**config.mk**
```make
export PLATFORM = sky130hd
export DESIGN_NAME = keypad_scanner
export DESIGN_NICKNAME = d
export VERILOG_FILES = /design/src/rtl/keypad_pkg.sv /design/src/rtl/keypad_debounce_cnt.sv /design/src/rtl/keypad_scanner.sv
export SDC_FILE = /design/constraint.sdc
export NUM_CORES = 1
export LEC_CHECK = 0
export CORE_MARGIN = 2
export CORE_UTILIZATION = 30
export DETAILED_ROUTE_END_ITERATION = 12
export GPL_TIMING_DRIVEN = 0
export SETUP_SLACK_MARGIN = 0.15
export SLEW_MARGIN = 30
export SYNTH_ARGS = -nofsm -noshare
export SYNTH_HDL_FRONTEND = slang
export SYNTH_SLANG_ARGS = --single-unit
```
**constraint.sdc**
```tcl
create_clock -name clk -period 3.5 [get_ports clk]
set_input_delay 0.7 -clock clk [delete_from_list [all_inputs] [get_ports clk]]
set_output_delay 0.7 -clock clk [all_outputs]
set_load 0.01 [all_outputs]
```
**src/rtl/keypad_pkg.sv**
```systemverilog
// Shared definitions for the 12-key keypad scanner: code width, special keys and FSM states.
package keypad_pkg;

  localparam int unsigned CODE_W = 4;

  localparam logic [CODE_W-1:0] KEY_STAR  = 4'd10;
  localparam logic [CODE_W-1:0] KEY_SHARP = 4'd11;
  localparam logic [CODE_W-1:0] LAST_CODE = 4'd11;

  typedef enum logic [1:0] {
    StScan,
    StDebounce,
    StHeld,
    StRelease
  } kp_state_e;

  // Next select code; wraps after '#' so codes 12-15 are never produced.
  function automatic logic [CODE_W-1:0] next_code(input logic [CODE_W-1:0] code);
    return (code == LAST_CODE) ? '0 : code + 4'd1;
  endfunction

endpackage

```
**src/rtl/keypad_debounce_cnt.sv**
```systemverilog
// Saturating consecutive-sample counter shared by press and release debouncing.
module keypad_debounce_cnt #(
  parameter int unsigned LIMIT = 4
) (
  input  logic clk,
  input  logic rst,
  input  logic i_load,
  input  logic i_inc,
  input  logic i_clr,
  output logic o_last
);

  localparam int unsigned W = $clog2(LIMIT) + 1;

  logic [W-1:0] r_cnt;

  // o_last: the next consecutive sample would bring the count to LIMIT.
  assign o_last = (r_cnt == W'(LIMIT - 1));

  always_ff @(posedge clk) begin
    if (rst || i_clr) begin
      r_cnt <= '0;
    end else if (i_load) begin
      r_cnt <= W'(1);
    end else if (i_inc && (r_cnt != W'(LIMIT))) begin
      r_cnt <= r_cnt + W'(1);
    end
  end

endmodule

```
**src/rtl/keypad_scanner.sv**
```systemverilog
// Scans a 12-way key mux, debounces press and release of one key at a time,
// and reports accepted keys with a one-cycle valid pulse.
module keypad_scanner
  import keypad_pkg::*;
#(
  parameter int unsigned SCAN_DWELL      = 2,
  parameter int unsigned DEBOUNCE_CYCLES = 4
) (
  input  logic              clk,
  input  logic              rst,
  input  logic              key_in,
  output logic [CODE_W-1:0] sel_out,
  output logic [CODE_W-1:0] key_code,
  output logic              key_valid,
  output logic              key_held
);

  localparam int unsigned DW = $clog2(SCAN_DWELL) + 1;

  kp_state_e         r_state;
  logic [DW-1:0]     r_dwell;
  logic [CODE_W-1:0] r_sel;
  logic [CODE_W-1:0] r_code;
  logic              r_valid;
  logic              r_held;

  logic w_sample;
  logic w_cnt_load;
  logic w_cnt_inc;
  logic w_cnt_clr;
  logic w_cnt_last;

  // key_in is only trusted in the last dwell cycle, once the mux has settled.
  assign w_sample = (r_dwell == DW'(SCAN_DWELL - 1));

  always_comb begin
    w_cnt_load = 1'b0;
    w_cnt_inc  = 1'b0;
    w_cnt_clr  = 1'b0;
    unique case (r_state)
      StScan:     w_cnt_load = w_sample && key_in;
      StDebounce: if (key_in && !w_cnt_last) w_cnt_inc = 1'b1; else w_cnt_clr = 1'b1;
      StHeld:     if (!key_in) w_cnt_load = 1'b1; else w_cnt_clr = 1'b1;
      StRelease:  if (!key_in && !w_cnt_last) w_cnt_inc = 1'b1; else w_cnt_clr = 1'b1;
      default:    w_cnt_clr = 1'b1;
    endcase
  end

  keypad_debounce_cnt #(
    .LIMIT (DEBOUNCE_CYCLES)
  ) u_debounce_cnt (
    .clk    (clk),
    .rst    (rst),
    .i_load (w_cnt_load),
    .i_inc  (w_cnt_inc),
    .i_clr  (w_cnt_clr),
    .o_last (w_cnt_last)
  );

  always_ff @(posedge clk) begin
    if (rst) begin
      r_state <= StScan;
      r_dwell <= '0;
      r_sel   <= '0;
      r_code  <= '0;
      r_valid <= 1'b0;
      r_held  <= 1'b0;
    end else begin
      r_valid <= 1'b0;
      unique case (r_state)
        StScan: begin
          if (w_sample) begin
            r_dwell <= '0;
            if (key_in) r_state <= StDebounce;
            else        r_sel   <= next_code(r_sel);
          end else begin
            r_dwell <= r_dwell + DW'(1);
          end
        end
        StDebounce: begin
          if (!key_in) begin
            r_state <= StScan;
            r_sel   <= next_code(r_sel);
            r_dwell <= '0;
          end else if (w_cnt_last) begin
            r_state <= StHeld;
            r_code  <= r_sel;
            r_valid <= 1'b1;
            r_held  <= 1'b1;
          end
        end
        StHeld: begin
          if (!key_in) r_state <= StRelease;
        end
        StRelease: begin
          if (key_in) begin
            r_state <= StHeld;
          end else if (w_cnt_last) begin
            r_state <= StScan;
            r_held  <= 1'b0;
            r_sel   <= next_code(r_sel);
            r_dwell <= '0;
          end
        end
        default: r_state <= StScan;
      endcase
    end
  end

  assign sel_out   = r_sel;
  assign key_code  = r_code;
  assign key_valid = r_valid;
  assign key_held  = r_held;

endmodule

```
==> results.cfg, run 1 <==
[timing]
drv_slew = 0
hold_viol_final = 0
fmax_mhz = 496
post-route-min-period_ns = 2.02
relSlewSlack_pct = 73.3
worstMarginPinSlew_ns = 0.400
grt_setup_unrepaired = no
setup_violations = 0
skew_ns = 0.00893
timing.final.crit_share_pct = 57.6
fin_tns_setup_ns = 0

[global_route]
antenna_found_initial = 0
grt_overflow = 0
grt.total_usage_pct = 12.2
grt_pass1_vias = 805
grt_pass1_wl_mm = 3.51
grt_max_degree = 11

[synthesis]
ys_ff_latch = 17
synth_common_cells = dfxtp_1 (17), a21oi_1 (7), inv_1 (7), mux2i_1 (7), nand2b_1 (7)
yosys_warnings = 0
syn-cell-area_um2 = 971
synth_area_leaders = dfxtp_1 (35%), mux2i_1 (7.2%), ha_1 (5.2%), nand2b_1 (4.5%), a21oi_1 (3.6%)
synth_largest_area_cell = dfxtp_1
postSynthAreaPerCell_um2 = 9.07
yosysTopAreaCellShare_pct = 35.1
syn_inst = 107
postSynth.asyncResetShare_pct = 0
yosysMostFrequentCell = dfxtp_1
ys.flop_type = dfxtp_1
synth_edf_count = 0
yosysUniqueCellTypes = 41
syn_nets = 114
ys_seq_area_share_pct = 35.1

[pwr]
switching_power_uw = 110
clockPowerShare_pct = 26.4
powerDensity_mw_per_mm2 = 339
peakVddDrop_mv = 0.194
p_int_uw = 284
p_leak_nw = 0.483
fin_total_pwr_uw = 394
p_seq_share_pct = 55.6
combPwrFrac_pct = 18.0
switching_share_pct = 28.0

[critical_path]
ff2ff_path_depth = 6
crit_slowest_cell = clkdlybuf4s50_1
cp_slowest_stage_delay_ns = 0.58
crit_required_ns = 2.80
path_class = reg2out
cpLargestDelayFamily = buffers and inverters
critPathLaunchType = flop
reg2reg_from = u_debounce_cnt.r_cnt[0]$_SDFFE_PP0P_
worstReg2RegEnd = u_debounce_cnt.r_cnt[2]$_SDFFE_PP0P_
worstPathMaxFanout = 6
critPathCaptureType = output port
worstPathCellList = clkdlybuf4s50_1
reg2reg_slack_ns = 1.78
path_buf_inv = 1
crit_arrival_ns = 1.32

[clocking]
cts-resized-gates = 0
h-tree-depth = 1
hold_buffers = 0
post_cts_buffers = 0
cts_inserted_buffers = 3
root_buffer = clkbuf_4
clock_path_buffers = 2
clk_pin_slew_ns = 0.10
clk-insertion-delay-late_ns = 0.29
cts.sinks = 17
cts_tree = built

[run_status]
status = finished clean

[min_path]
hold_end = key_held$_SDFFE_PP0P_
hold_path_class = reg2reg
hold_depth = 2
hp-start = key_held$_SDFFE_PP0P_

[finish]
nets = 130
drive_above_1_share_pct = 12.3
antenna_cells = 0
area_delta_synth_final_pct = 19.7

[detailed_routing]
route.detailed.drc = 0
vias = 835
firstDrtPassIters = 4
wirelength_mm = 2.08
antenna_left = 0
wl_per_cell_um = 12.5
drt-vias-per-instance = 5.03
drt-initial-drc-count = 26

[die]
core_area_mm2 = 0.00308
dieArea_mm2 = 0.00371
die_h_um = 60.9
rows = 20
die_w_um = 60.9
initial_core_util_pct = 31.5
io_pins = 13

[placement]
globalplace.congestion = 0.874
dp_hpwl_mm = 1.58
port_buffers = 11

[flow_run]
drv_cap = 0
-- worst register-to-register path, delay by kind of cell (launching register included) --
family,cells,cell delay (ns)
adders and majority gates,2,0.39
AOI/OAI and AO/OA,1,0.20
buffers and inverters,1,0.17
DFF,1,0.34
and+or+nand+nor,2,0.54
-- stage by stage --
step	util (%)	std cells	setup WS, ns	hold slack, ns	area [um^2]
finish	37.8	166	1.48	0.500	1160
global route	37.8	166	1.39	0.536	1160
CTS	37.8	166	1.46	0.508	1160
detailed placement	36.9	162	1.23	0.491	1140
global placement	36.9	162	1.23	0.482	1140
floorplan	-	107	1.88	0.467	971
-- sequential cells by signal, indices dropped and copies added (netlist names), named ones only --
name                  cells
key_valid                 1
sel_out                   4
key_code                  4
u_debounce_cnt.r_cnt      3
r_dwell                   2
r_state                   1
key_held                  1
-- power by group through the flow --
stage                     clock, mW  sequential [mW]  combinational, mW
after global routing          0.111            0.221             0.0808
after detailed placement          0            0.223             0.0703
after CTS                     0.110            0.219             0.0712
final                         0.104            0.219             0.0711
after floorplan                   0            0.222             0.0425
after global placement            0            0.224             0.0693
-- metal layers --
metal,share of wire [%],global-route usage [%]
met1,49,16.3
met2,46,20.1
met3,3.6,3.62
met4,1.3,1.86
met5,0,0
-- how the worst max path moves through the flow --
stage / from / to / slack (ns) / cells after the start
2_1_floorplan: key_in / u_debounce_cnt.r_cnt[2]$_SDFFE_PP0P_ / 1.88 / 4
3_3_place_gp: rst / sel_out[0]$_SDFFE_PP0P_ / 1.23 / 6
3_5_place_dp: rst / sel_out[0]$_SDFFE_PP0P_ / 1.23 / 6
4_1_cts: sel_out[3]$_SDFFE_PP0P_ / sel_out[3] / 1.46 / 1
5_1_grt: rst / sel_out[3]$_SDFFE_PP0P_ / 1.39 / 4
6_report: sel_out[2]$_SDFFE_PP0P_ / sel_out[2] / 1.48 / 1
-- layout make-up --
type | count | area [um^2]
fillers | 318 | 1920
multi-input cells | 76 | 567
flip-flops and latches | 17 | 340
repair buffers | 11 | 110
well taps | 44 | 55.1
plain buffers | 7 | 37.5
clock buffers | 4 | 26.3
inverters | 7 | 26.3
-- cells by family (layout without fill, tap and decap cells) --
kind of cell / after synthesis / count (layout) / synth area share, %
simple gates: 34 / 34 / 20.7
fa+ha+maj: 4 / 4 / 5.15
buf+inv: 14 / 29 / 6.57
xor+xnor: 2 / 2 / 1.80
mux: 7 / 7 / 7.22
flops: 17 / 17 / 35.1
compound gates: 29 / 29 / 23.5
-- cells in the final DEF (no fill, tap or decap), types with 2 or more instances in the layout --
cell type        netlist  routed
o31ai_1                2       2
or3_1                  2       2
clkdlybuf4s50_1        0      11
a21bo_2                2       2
nor3_1                 2       2
buf_4                  2       2
mux2i_1                7       7
o2111ai_1              2       2
a211oi_2               2       2
nand2_1                3       3
o21ai_0                3       3
nor2_1                 6       6
clkbuf_1               2       3
clkbuf_4               0       3
nand2b_1               7       7
a21oi_1                7       7
inv_1                  7       7
nor2b_1                5       5
ha_1                   4       4
dfxtp_1               17      17
buf_2                  3       3
Note: power is estimated with default switching activity, not from simulation.
==> inputs of run 2 (changes only) <==
Clock period 3.5 ns to 1.65 ns, I/O delays scaled along.
==> results.cfg, run 2 (synthesis results as in run 1) <==
[timing]
skew_ns = 0.00442
post-route-min-period_ns = 1.50
fin_hold_ws_ns = 0.400
fin_tns_setup_ns = 0
drv_slew = 0
setup_violations = 0
timing.final.crit_share_pct = 91.1
grt_setup_unrepaired = yes
relSlewSlack_pct = 65.9
fmax_mhz = 665
worstMarginPinSlew_ns = 0.508
hold_viol_final = 0

[min_path]
hold_path_class = in2reg
hp-start = key_in

[global_route]
grt_pass1_vias = 844
grt_max_degree = 11
grt_use_met3_pct = 4.69
grt_overflow = 0
met2_usage_pct = 20.6
busiest_layer = met2
antenna_found_initial = 0
grt.total_usage_pct = 13.4
met1_usage_pct = 17.7
grt_pass1_wl_mm = 3.72

[critical_path]
crit_arrival_ns = 1.67
cp.depth = 7
worstPathCellList = ha_4 -> ha_4 -> buf_6 -> nand2b_4 -> buf_4 -> o31ai_2 -> a211oi_2
reg2reg_slack_ns = 0.15
crit_slowest_cell = dfxtp_2
reg2reg_from = u_debounce_cnt.r_cnt[1]$_SDFFE_PP0P_
worstPathMaxFanout = 5
cpLargestDelayFamily = flip-flops
crit_start = u_debounce_cnt.r_cnt[1]$_SDFFE_PP0P_
critPathCaptureType = flop
cp_slowest_stage_delay_ns = 0.35
worstReg2RegEnd = u_debounce_cnt.r_cnt[1]$_SDFFE_PP0P_
cp-endpoint = u_debounce_cnt.r_cnt[1]$_SDFFE_PP0P_
critPathLaunchType = flop
path_buf_inv = 2
path_class = reg2reg
ff2ff_path_depth = 7
crit_required_ns = 1.82
cp_common_cell = ha_4

[finish]
area_delta_synth_final_pct = 33.2
final_cell_mix = dfxtp_1 (10), dlygate4sd2_1 (9)
fillCellCount = 318
nets = 135
final_common_cell = dfxtp_1
antenna_cells = 0
drive_above_1_share_pct = 30.7
seq_area_um2 = 349
multi_input_area_um2 = 651

[pwr]
switching_share_pct = 29.8
clockPowerShare_pct = 26.7
p_int_uw = 600
p_leak_nw = 0.606
powerDensity_mw_per_mm2 = 661
switching_power_uw = 255
combPwrFrac_pct = 18.6
peakVddDrop_mv = 0.423
p_seq_share_pct = 54.7

[die]
io_pins = 13
dieArea_mm2 = 0.00371
rows = 20
die_h_um = 60.9
core_area_mm2 = 0.00308
die_w_um = 60.9
initial_core_util_pct = 31.5

[detailed_routing]
drt-vias-per-instance = 4.94
antenna_left = 0
wl_per_cell_um = 13.2
vias = 844
firstDrtPassIters = 4
wirelength_mm = 2.26
route.detailed.drc = 0
drt-initial-drc-count = 34

[clocking]
clk_pin_slew_ns = 0.10
clock_path_buffers = 2
h-tree-depth = 1
cts_inserted_buffers = 3
root_buffer = clkbuf_4
hold_buffers = 0
cts_tree = built
clk-insertion-delay-late_ns = 0.30
cts.sinks = 17

[placement]
globalplace.congestion = 0.794
port_buffers = 11
dp_hpwl_mm = 1.50

[run_status]
status = finished clean

[flow_run]
drv_cap = 0
==> run 2: layer usage <==
layer / share of wire (%) / up-vias / wire length (um)
met3: 4.5 / 2 / 101
met2: 48 / 18 / 1070
li1: - / 425 / -
met5: 0 / - / 0
met4: 0.44 / 0 / 10
met1: 47 / 399 / 1070
==> run 2: cell type report <==
cell class	count	area share, %
inverter	7	2.03
sequential	17	27.0
clock inverter	1	0.387
clock buffer	3	1.74
timing repair buffer	16	10.7
multi-input combinational	76	50.3
tap	44	4.26
buffer	7	3.58
==> run 2: power groups by stage <==
stage | logic [mW] | registers, mW | clock network, mW
global placement | 0.148 | 0.475 | 0
CTS | 0.147 | 0.468 | 0.238
global route | 0.178 | 0.473 | 0.260
detailed placement | 0.149 | 0.473 | 0
finish | 0.159 | 0.468 | 0.229
floorplan | 0.0911 | 0.473 | 0
==> run 2: worst register-to-register path, cell delays in order, from the launching register on <==
cell and delay, ns:
dfxtp_2 0.35, ha_4 0.16, ha_4 0.15, buf_6 0.12, nand2b_4 0.15, buf_4 0.15
o31ai_2 0.20, a211oi_2 0.10
==> run 2: how the worst min path moves through the flow <==
| stage | endpoint | slack, ns | cells after the start |
|---|---|---|---|
| finish | u_debounce_cnt.r_cnt[0]$_SDFFE_PP0P_ | 0.40 | 3 |
| global route | u_debounce_cnt.r_cnt[0]$_SDFFE_PP0P_ | 0.39 | 3 |
| CTS | u_debounce_cnt.r_cnt[0]$_SDFFE_PP0P_ | 0.40 | 3 |
| detailed placement | key_code[2]$_SDFFE_PP0P_ | 0.49 | 2 |
| global placement | key_code[3]$_SDFFE_PP0P_ | 0.48 | 2 |
| floorplan | u_debounce_cnt.r_cnt[1]$_SDFFE_PP0P_ | 0.48 | 2 |
==> run 2: metrics by stage <==
step	cell area (um^2)	setup WS, ns	std cells	total power, mW	utilization, %
after CTS	1230	0.133	170	0.852	40.1
after global routing	1290	0.107	171	0.911	42.0
after global placement	1180	-0.258	162	0.623	38.2
after floorplan	1010	0.154	107	0.564	-
final	1290	0.147	171	0.855	42.0
after detailed placement	1180	-0.269	162	0.622	38.2
==> run 2: timing repair <==
action / in CTS / in global routing
resized for setup: 16 / 13
pin swaps: 2 / 3
setup buffers: 4 / 1
setup endpoints to repair: 13 / 12
endpoints found under the hold margin: 0 / 0
